==> config.mk <==
export PLATFORM = sky130hd
export DESIGN_NAME = rvc_asap_fetch
export DESIGN_NICKNAME = d
export VERILOG_FILES = /design/src/rtl/rvc_asap_fetch.sv
export SDC_FILE = /design/constraint.sdc
export NUM_CORES = 1
export LEC_CHECK = 0
export ABC_AREA = 1
export CELL_PAD_IN_SITES_DETAIL_PLACEMENT = 0
export CELL_PAD_IN_SITES_GLOBAL_PLACEMENT = 1
export CORE_ASPECT_RATIO = 0.8
export CORE_MARGIN = 10
export CORE_UTILIZATION = 46
export CTS_CLUSTER_SIZE = 28
export DETAILED_ROUTE_END_ITERATION = 6
export GPL_TIMING_DRIVEN = 0
export PLACE_DENSITY_LB_ADDON = 0.1
export SKIP_CTS_REPAIR_TIMING = 1
export SLEW_MARGIN = 20
export SYNTH_ARGS = -nofsm -noshare
export SYNTH_HDL_FRONTEND = slang
export SYNTH_SLANG_ARGS = --single-unit
==> constraint.sdc <==
create_clock -name Clock -period 17.9 [get_ports Clock]
set_input_delay 1.79 -clock Clock [delete_from_list [all_inputs] [get_ports Clock]]
set_output_delay 1.79 -clock Clock [all_outputs]
set_load 0.02 [all_outputs]
==> src/rtl/rvc_asap_fetch.sv <==
// ---------------------------------------------------------------------------
// rvc_asap_fetch -- instruction fetch unit with a registered prefetch FIFO.
//
// Issues word-aligned fetch requests to I_MEM, buffers in-order responses
// in a FIFO together with their PC, and presents the oldest instruction to
// decode. A redirect flushes the FIFO, restarts fetch at the new target and
// discards every response still in flight for the old path.
//
// Ports:
//   Clock          in   rising-edge clock
//   Rst            in   asynchronous active-high reset
//   ImemReqValid   out  fetch request valid
//   ImemReqReady   in   I_MEM accepts the request
//   ImemReqAddr    out  fetch address (word aligned)
//   ImemRspValid   in   read data valid (in order, never back-pressured)
//   ImemRspData    in   instruction word
//   Redirect       in   branch/jump/exception redirect
//   RedirectPc     in   new fetch address
//   InstValid      out  Instruction/InstPc valid toward decode
//   InstReady      in   decode consumes the instruction
//   Instruction    out  oldest buffered instruction
//   InstPc         out  PC of Instruction
// ---------------------------------------------------------------------------
module rvc_asap_fetch #(
    parameter logic [31:0] RESET_PC        = 32'h0000_0000,
    parameter int          FIFO_DEPTH      = 4,
    parameter int          MAX_OUTSTANDING = 2
) (
    input  logic        Clock,
    input  logic        Rst,
    output logic        ImemReqValid,
    input  logic        ImemReqReady,
    output logic [31:0] ImemReqAddr,
    input  logic        ImemRspValid,
    input  logic [31:0] ImemRspData,
    input  logic        Redirect,
    input  logic [31:0] RedirectPc,
    output logic        InstValid,
    input  logic        InstReady,
    output logic [31:0] Instruction,
    output logic [31:0] InstPc
);

    // Pointer width, and counter width able to hold the value FIFO_DEPTH.
    localparam int PW = (FIFO_DEPTH > 1) ? $clog2(FIFO_DEPTH) : 1;
    localparam int CW = $clog2(FIFO_DEPTH) + 1;
    localparam int SW = CW + 1;

    localparam logic [CW-1:0] ZERO_C    = {CW{1'b0}};
    localparam logic [CW-1:0] ONE_C     = {{(CW-1){1'b0}}, 1'b1};
    localparam logic [CW-1:0] MAX_OUT_C = CW'(MAX_OUTSTANDING);
    localparam logic [SW-1:0] DEPTH_C   = SW'(FIFO_DEPTH);
    localparam logic [PW-1:0] PTR_ONE_C = {{(PW-1){1'b0}}, 1'b1};

    typedef enum logic [0:0] {
        ST_RUN   = 1'b0,
        ST_DRAIN = 1'b1
    } fetchState_t;

    fetchState_t   state_r;
    fetchState_t   stateNext_s;

    logic [31:0]   fetchPc_r;
    logic [31:0]   rspPc_r;
    logic [CW-1:0] outstanding_r;
    logic [CW-1:0] dropCount_r;
    logic [CW-1:0] fifoCount_r;
    logic [PW-1:0] wrPtr_r;
    logic [PW-1:0] rdPtr_r;
    logic [31:0]   fifoData_r [FIFO_DEPTH];
    logic [31:0]   fifoPc_r   [FIFO_DEPTH];

    logic          reqValid_s;
    logic          reqFire_s;
    logic          push_s;
    logic          pop_s;
    logic          instValid_s;
    logic [SW-1:0] credit_s;
    logic [31:0]   redirectAligned_s;
    logic [31:0]   fetchPcNext_s;
    logic [31:0]   rspPcNext_s;
    logic [CW-1:0] outstandingNext_s;
    logic [CW-1:0] dropCountNext_s;
    logic [CW-1:0] fifoCountNext_s;

    // The two low redirect bits are discarded by word alignment.
    logic          unusedRedirectLow_s;
    assign unusedRedirectLow_s = ^RedirectPc[1:0];

    assign redirectAligned_s = {RedirectPc[31:2], 2'b00};
    assign instValid_s       = (fifoCount_r != ZERO_C);

    assign ImemReqValid = reqValid_s;
    assign ImemReqAddr  = fetchPc_r;
    assign InstValid    = instValid_s;
    assign Instruction  = fifoData_r[rdPtr_r];
    assign InstPc       = fifoPc_r[rdPtr_r];

    // Request credit and handshake/push/pop qualification.
    always_comb begin
        reqValid_s = 1'b0;
        push_s     = 1'b0;
        pop_s      = 1'b0;
        // In-flight requests also reserve a FIFO slot, so a returning
        // response can never find the FIFO full. Dropped responses release
        // their slot without being pushed, which only loosens the limit.
        credit_s   = {1'b0, outstanding_r} + {1'b0, fifoCount_r};
        if (!Rst && !Redirect && (outstanding_r < MAX_OUT_C) && (credit_s < DEPTH_C)) begin
            reqValid_s = 1'b1;
        end else begin
            reqValid_s = 1'b0;
        end
        reqFire_s = reqValid_s && ImemReqReady;
        // A response in the redirect cycle belongs to the old path.
        if (ImemRspValid && !Redirect && (state_r == ST_RUN)) begin
            push_s = 1'b1;
        end else begin
            push_s = 1'b0;
        end
        // A pop coinciding with a redirect is meaningless: the FIFO flushes.
        if (instValid_s && InstReady && !Redirect) begin
            pop_s = 1'b1;
        end else begin
            pop_s = 1'b0;
        end
    end

    // Next values of the PCs and of the in-flight / drop / fill counters.
    always_comb begin
        fetchPcNext_s     = fetchPc_r;
        rspPcNext_s       = rspPc_r;
        outstandingNext_s = outstanding_r;
        dropCountNext_s   = dropCount_r;
        fifoCountNext_s   = fifoCount_r;

        if (Redirect) begin
            fetchPcNext_s = redirectAligned_s;
            rspPcNext_s   = redirectAligned_s;
        end else begin
            if (reqFire_s) begin
                fetchPcNext_s = fetchPc_r + 32'd4;
            end else begin
                fetchPcNext_s = fetchPc_r;
            end
            if (push_s) begin
                rspPcNext_s = rspPc_r + 32'd4;
            end else begin
                rspPcNext_s = rspPc_r;
            end
        end

        // Every response retires one in-flight request, dropped or not.
        case ({reqFire_s, ImemRspValid})
            2'b10:   outstandingNext_s = outstanding_r + ONE_C;
            2'b01:   outstandingNext_s = outstanding_r - ONE_C;
            default: outstandingNext_s = outstanding_r;
        endcase

        // On redirect, everything still in flight after this cycle is stale.
        if (Redirect) begin
            if (ImemRspValid) begin
                dropCountNext_s = outstanding_r - ONE_C;
            end else begin
                dropCountNext_s = outstanding_r;
            end
        end else if (ImemRspValid && (dropCount_r != ZERO_C)) begin
            dropCountNext_s = dropCount_r - ONE_C;
        end else begin
            dropCountNext_s = dropCount_r;
        end

        if (Redirect) begin
            fifoCountNext_s = ZERO_C;
        end else begin
            case ({push_s, pop_s})
                2'b10:   fifoCountNext_s = fifoCount_r + ONE_C;
                2'b01:   fifoCountNext_s = fifoCount_r - ONE_C;
                default: fifoCountNext_s = fifoCount_r;
            endcase
        end
    end

    // RUN/DRAIN next state: DRAIN while stale responses remain to discard.
    always_comb begin
        stateNext_s = state_r;
        case (state_r)
            ST_RUN: begin
                if (Redirect && (dropCountNext_s != ZERO_C)) begin
                    stateNext_s = ST_DRAIN;
                end else begin
                    stateNext_s = ST_RUN;
                end
            end
            ST_DRAIN: begin
                if (dropCountNext_s == ZERO_C) begin
                    stateNext_s = ST_RUN;
                end else begin
                    stateNext_s = ST_DRAIN;
                end
            end
            default: stateNext_s = ST_RUN;
        endcase
    end

    // Control state registers.
    always_ff @(posedge Clock or posedge Rst) begin
        if (Rst) begin
            state_r       <= ST_RUN;
            fetchPc_r     <= RESET_PC;
            rspPc_r       <= RESET_PC;
            outstanding_r <= ZERO_C;
            dropCount_r   <= ZERO_C;
            fifoCount_r   <= ZERO_C;
        end else begin
            state_r       <= stateNext_s;
            fetchPc_r     <= fetchPcNext_s;
            rspPc_r       <= rspPcNext_s;
            outstanding_r <= outstandingNext_s;
            dropCount_r   <= dropCountNext_s;
            fifoCount_r   <= fifoCountNext_s;
        end
    end

    // FIFO pointers and storage; a redirect flushes by rewinding both pointers.
    always_ff @(posedge Clock or posedge Rst) begin
        if (Rst) begin
            wrPtr_r <= {PW{1'b0}};
            rdPtr_r <= {PW{1'b0}};
            for (int i = 0; i < FIFO_DEPTH; i++) begin
                fifoData_r[i] <= 32'h0000_0000;
                fifoPc_r[i]   <= 32'h0000_0000;
            end
        end else if (Redirect) begin
            wrPtr_r <= {PW{1'b0}};
            rdPtr_r <= {PW{1'b0}};
        end else begin
            if (push_s) begin
                fifoData_r[wrPtr_r] <= ImemRspData;
                fifoPc_r[wrPtr_r]   <= rspPc_r;
                wrPtr_r             <= wrPtr_r + PTR_ONE_C;
            end else begin
                wrPtr_r <= wrPtr_r;
            end
            if (pop_s) begin
                rdPtr_r <= rdPtr_r + PTR_ONE_C;
            end else begin
                rdPtr_r <= rdPtr_r;
            end
        end
    end

endmodule

==> impl_metrics.yaml, run 1 <==
detailed_routing:
  drtIter0Drc: 1197
  wl_per_cell_um: 18.7
  vias: 14400
  antenna_left: 0
  routed_wl_um: 50200
  firstDrtPassIters: 7
  vias_per_cell: 5.36
  drc_errors: 0
global_route:
  grt_overflow_total: 0
  grt_util_met2_pct: 38.8
  use_met1_pct: 31.6
  antenna_found_initial: 0
  grt_max_degree: 108
  grtUsageMet3_pct: 4.10
  first_global_vias: 14100
  busiest_layer: "met2"
  grt_usage_pct: 23.7
  grt_pass1_wl_um: 79500
layout:
  fin_cells: 2680
  final_net_count: 2275
  syn_to_final_growth_pct: 21.7
  final_cell_mix: "nand2_1 (530), dfrtp_1 (322), o21ai_0 (322)"
  n_fill_cell: 3166
  drive_gt1_share_pct: 6.68
  final_area_um2: 19300
  n_antenna_cell: 0
  layout_commonest_cell: "nand2_1"
critical_path:
  crit_type: "in2out"
  r2r-end: "outstanding_r[2]"
  r2r_start: "outstanding_r[2]"
  cp-start-kind: "primary input"
  endpoint_kind: "output pin"
  r2r_cells: 9
  cpMaxStageDelayCell: "clkdlybuf4s50_1"
  slowest_delay_ns: 0.62
  cp.required_ns: 16.11
  worstPathCellList: "clkdlybuf4s50_1, nor2_1, nand2_1, nor2_4, clkdlybuf4s50_1"
  critPathMaxFanout: 2
  cpMostUsedCell: "clkdlybuf4s50_1"
  r2r_setup_slack_ns: 15.78
  crit_arrival_ns: 3.29
yosys:
  synth_ff_type: "dfrtp_1"
  synth_seq_area_share_pct: 50.8
  synth.avg_cell_area_um2: 7.98
  async_flop_share_pct: 100
  synth_area_um2: 15900
  yosysUniqueCellTypes: 40
  yosys_register_bits: 322
  yosys_warnings: 0
  synth-edff-count: 0
  synthCells: 1988
timing:
  finalClockSkew_ns: 0.0157
  tns_ns: 0
  rsz0062_at_grt: "no"
  finalSetupViolCount: 0
  fin_crit_sh_pct: 28.4
  fin_crit_ns: 5.08
  hold_violations: 0
  max_clock_freq_mhz: 197
  drv_slew: 0
  tightest_slew_ns: 0.672
  fin_ws_ns: 12.82
  relSlewSlack_pct: 55.2
placement:
  dp_hpwl_um: 34900
  dp_cells: 2619
  place_area_um2: 18200
  pre_cts_slack_ns: 12.82
  gp_congestion: 0.906
  portBuffers: 160
clock_tree:
  clk_pin_slew_ns: 0.06
  cts_tree: "done"
  cts.sinks: 322
  numCtsBuffers: 35
  clockBufferDepth: 3
  htreeDepth: 2
  clkLatencyLatePin_ns: 0.53
  cts.root.buffer_cell: "clkbuf_16"
power:
  power_mw: 2.79
  cellLeakagePower_nw: 9.11
  p_per_area_nw_per_um2: 145
  ir_worst_vdd_mv: 0.0548
flow_run:
  cap_violations: 0
outcome:
  status: "finished clean"
floorplan:
  num_rows: 60
  die_area_um2: 42400
  die_x_um: 228
  die_h_um: 186
  core-area_um2: 33900
  io-pin-count: 168
  start_util_pct: 46.9
min_path:
  min_to: "fifoData_r[92]"
  hold_class: "reg2reg"
  hp-start: "fifoData_r[92]"
  worstHoldPathCells: 2
-- final cells by class --
type | instances | area (µm²) | share of cell area (%)
Tap cell | 465 | 582 | 3.01
Clock buffer | 50 | 1040 | 5.41
Multi-Input combinational cell | 1406 | 6560 | 33.9
Clock inverter | 11 | 111 | 0.577
Timing Repair Buffer | 163 | 1680 | 8.72
Buffer | 115 | 709 | 3.67
Sequential cell | 322 | 8060 | 41.7
Inverter | 148 | 569 | 2.95
-- per-stage QoR --
stage	hold slack, ns	utilization, %
global route	0.498	57.0
finish	0.479	57.0
global placement	0.460	53.4
CTS	0.483	57.0
floorplan	0.448	-
detailed placement	0.468	53.6
-- Yosys cell counts (7+ instances only) --
cell type	number	area share (%)
dfrtp_1	322	51
nor2_2	8	0.32
inv_1	139	3.3
ha_1	13	1.0
buf_6	31	2.2
a21oi_1	15	0.47
o21ai_1	85	2.7
clkbuf_1	59	1.4
nor3_1	8	0.25
o21ai_0	322	10
nand4_1	10	0.39
nor2_1	194	4.6
nand3_1	94	3.0
nand2_1	530	13
o21a_1	7	0.33
o22ai_1	62	2.4
nand2_4	7	0.50
buf_2	18	0.57
xor2_1	10	0.55
-- flip-flops by register name, summed over array words and instances, names as in the netlist --
register and count:
ImemReqAddr 30, dropCount_r 3, fifoCount_r 3, fifoData_r 128, fifoPc_r 120, outstanding_r 3, rdPtr_r 2, rspPc_r 30
state_r 1, wrPtr_r 2
-- cell families (layout without fill, tap and decap cells) --
logic type	Yosys count	after routing	synth area share, %
AND/OR/NAND/NOR	871	871	22.6
other	1	4	0.0236
flip-flops	322	322	50.8
buffers and inverters	263	487	8.01
AO/OA/AOI/OAI	501	501	16.5
XOR/XNOR	16	16	0.883
adder cells (fa/ha/maj)	14	14	1.15
-- report_power, final --
group | total, mW | switching (mW) | internal [mW] | leakage, nW
Clock | 0.735 | 0.300 | 0.435 | 0.573
Sequential | 1.02 | 0.116 | 0.904 | 4.23
Combinational | 1.04 | 0.616 | 0.420 | 4.30
-- per-layer routing --
metal | vias up | wire length (µm)
met5 | - | 0
met4 | 0 | 1300
met3 | 88 | 3090
met2 | 436 | 23500
met1 | 6953 | 22300
li1 | 6897 | -
-- worst max-delay path, delay by kind of cell --
| kind | cells | cell delay, ns |
|---|---|---|
| simple gates | 3 | 0.37 |
| buf+inv | 2 | 1.13 |
-- worst max-delay path by stage --
| stage | cells after the start | startpoint | end |
|---|---|---|---|
| 6_report | 5 | Rst | ImemReqValid |
| 5_1_grt | 5 | Rst | ImemReqValid |
| 4_1_cts | 5 | Rst | ImemReqValid |
| 3_5_place_dp | 5 | Rst | ImemReqValid |
| 3_3_place_gp | 2 | Rst | fifoData_r[6] |
| 2_1_floorplan | 1 | Rst | ImemReqAddr[10] |
(Power assumes the default switching activity.)
==> run 2: changes to the inputs <==
- CORE_UTILIZATION: 46 -> 38
- clock period: 17.9 -> 4.5 ns (I/O delays scaled with it)
==> impl_metrics.yaml, run 2 (same netlist as run 1, synthesis figures left out) <==
layout:
  n_antenna_cell: 0
  final_net_count: 2285
  syn_to_final_growth_pct: 24.0
  top_regs: "fifoData_r x128, fifoPc_r x120"
  largest_reg_flops: 128
  drive_gt1_share_pct: 7.36
  layout_commonest_cell: "nand2_1"
  final_cell_mix: "nand2_1 (530), dfrtp_1 (322), o21ai_0 (322)"
  fin_cells: 2773
  top_register: "fifoData_r"
  fin_util_pct: 48.1
floorplan:
  die_h_um: 203
  io-pin-count: 168
  die_x_um: 249
  die_area_um2: 50400
  core-area_um2: 41000
  num_rows: 66
  start_util_pct: 38.8
power:
  cellLeakagePower_nw: 9.23
  p_per_area_nw_per_um2: 576
  ir_worst_vdd_mv: 0.222
timing:
  relSlewSlack_pct: 51.0
  hold_violations: 0
  finalClockSkew_ns: 0.0186
  max_clock_freq_mhz: 270
  fin_crit_sh_pct: 82.2
  drv_slew: 0
  finalSetupViolCount: 0
  tightest_slew_ns: 0.736
  rsz0062_at_grt: "no"
  fin_crit_ns: 3.70
detailed_routing:
  antenna_left: 0
  routed_wl_um: 53400
  drtIter0Drc: 1020
  vias_per_cell: 5.15
  vias: 14300
  firstDrtPassIters: 5
  wl_per_cell_um: 19.3
  drc_errors: 0
global_route:
  grt_usage_pct: 20.9
  antenna_found_initial: 0
  first_global_vias: 14400
  grt_overflow_total: 0
  grt_max_degree: 34
  grt_pass1_wl_um: 84600
critical_path:
  r2r_cells: 9
  cp-start-kind: "register"
  crit_type: "reg2out"
  endpoint_kind: "output pin"
  crit_arrival_ns: 3.25
  cp.required_ns: 4.05
  r2r_start: "outstanding_r[2]"
  r2r_setup_slack_ns: 2.35
  critPathMaxFanout: 10
  r2r-end: "outstanding_r[1]"
clock_tree:
  clockBufferDepth: 3
  numCtsBuffers: 36
  cts.root.buffer_cell: "clkbuf_16"
  htreeDepth: 2
  clkLatencyLatePin_ns: 0.55
  cts_tree: "done"
  cts.sinks: 322
  clk_pin_slew_ns: 0.06
placement:
  gp_congestion: 0.822
  dp_cells: 2707
  dp_hpwl_um: 37500
  portBuffers: 160
flow_run:
  cap_violations: 0
outcome:
  status: "finished clean"
min_path:
  hold_class: "in2async"
[run 2: worst max-delay path by stage]
stage,start,to,depth (start not counted)
after floorplan,Rst,ImemReqAddr[10],1
after global placement,Rst,fifoData_r[3],2
after detailed placement,rdPtr_r[0],InstPc[16],6
after CTS,rdPtr_r[0],InstPc[16],6
after global routing,rdPtr_r[0],InstPc[16],6
final,rdPtr_r[0],InstPc[16],6
[run 2: critical path, cell delays in order, from the launching register on]
cell,delay (ns)
dfrtp_1,0.32
buf_2,0.26
buf_2,0.37
clkbuf_1,0.55
nor2_1,0.11
o22ai_1,0.39
clkdlybuf4s50_1,0.70
[run 2: metal layers]
layer | GRT usage, % | vias up | wire length [µm]
met4 | 5.70 | 0 | 1180
met2 | 34.7 | 403 | 25100
met3 | 3.78 | 65 | 3250
met5 | 0 | - | 0
met1 | 27.3 | 6886 | 23900
li1 | - | 6933 | -
[run 2: stage by stage]
step                total power, mW  hold WS [ns]  cell area, µm²  setup WS [ns]  TNS, ns
finish                         11.3         0.189           19700          0.801        0
detailed placement             8.28         0.468           18400           1.38        0
global route                   12.1         0.188           19700          0.695        0
global placement               8.20         0.460           18200          -2.84  -901.06
CTS                            11.5         0.174           19700          0.768        0
floorplan                      6.42         0.448           15900         -0.245   -78.82
[run 2: final cells by class]
class | count | area [µm²]
Clock inverter | 16 | 195
Clock buffer | 50 | 1060
Tap cell | 544 | 681
Fill cell | 4152 | 21300
Inverter | 148 | 566
Sequential cell | 322 | 8060
Buffer | 115 | 709
Multi-Input combinational cell | 1406 | 6560
Timing Repair Buffer | 172 | 1860
[run 2: report_power, final]
group | internal [mW] | switching (mW) | total (mW)
combinational | 1.68 | 2.46 | 4.15
clock | 1.89 | 1.26 | 3.15
sequential | 3.60 | 0.450 | 4.05
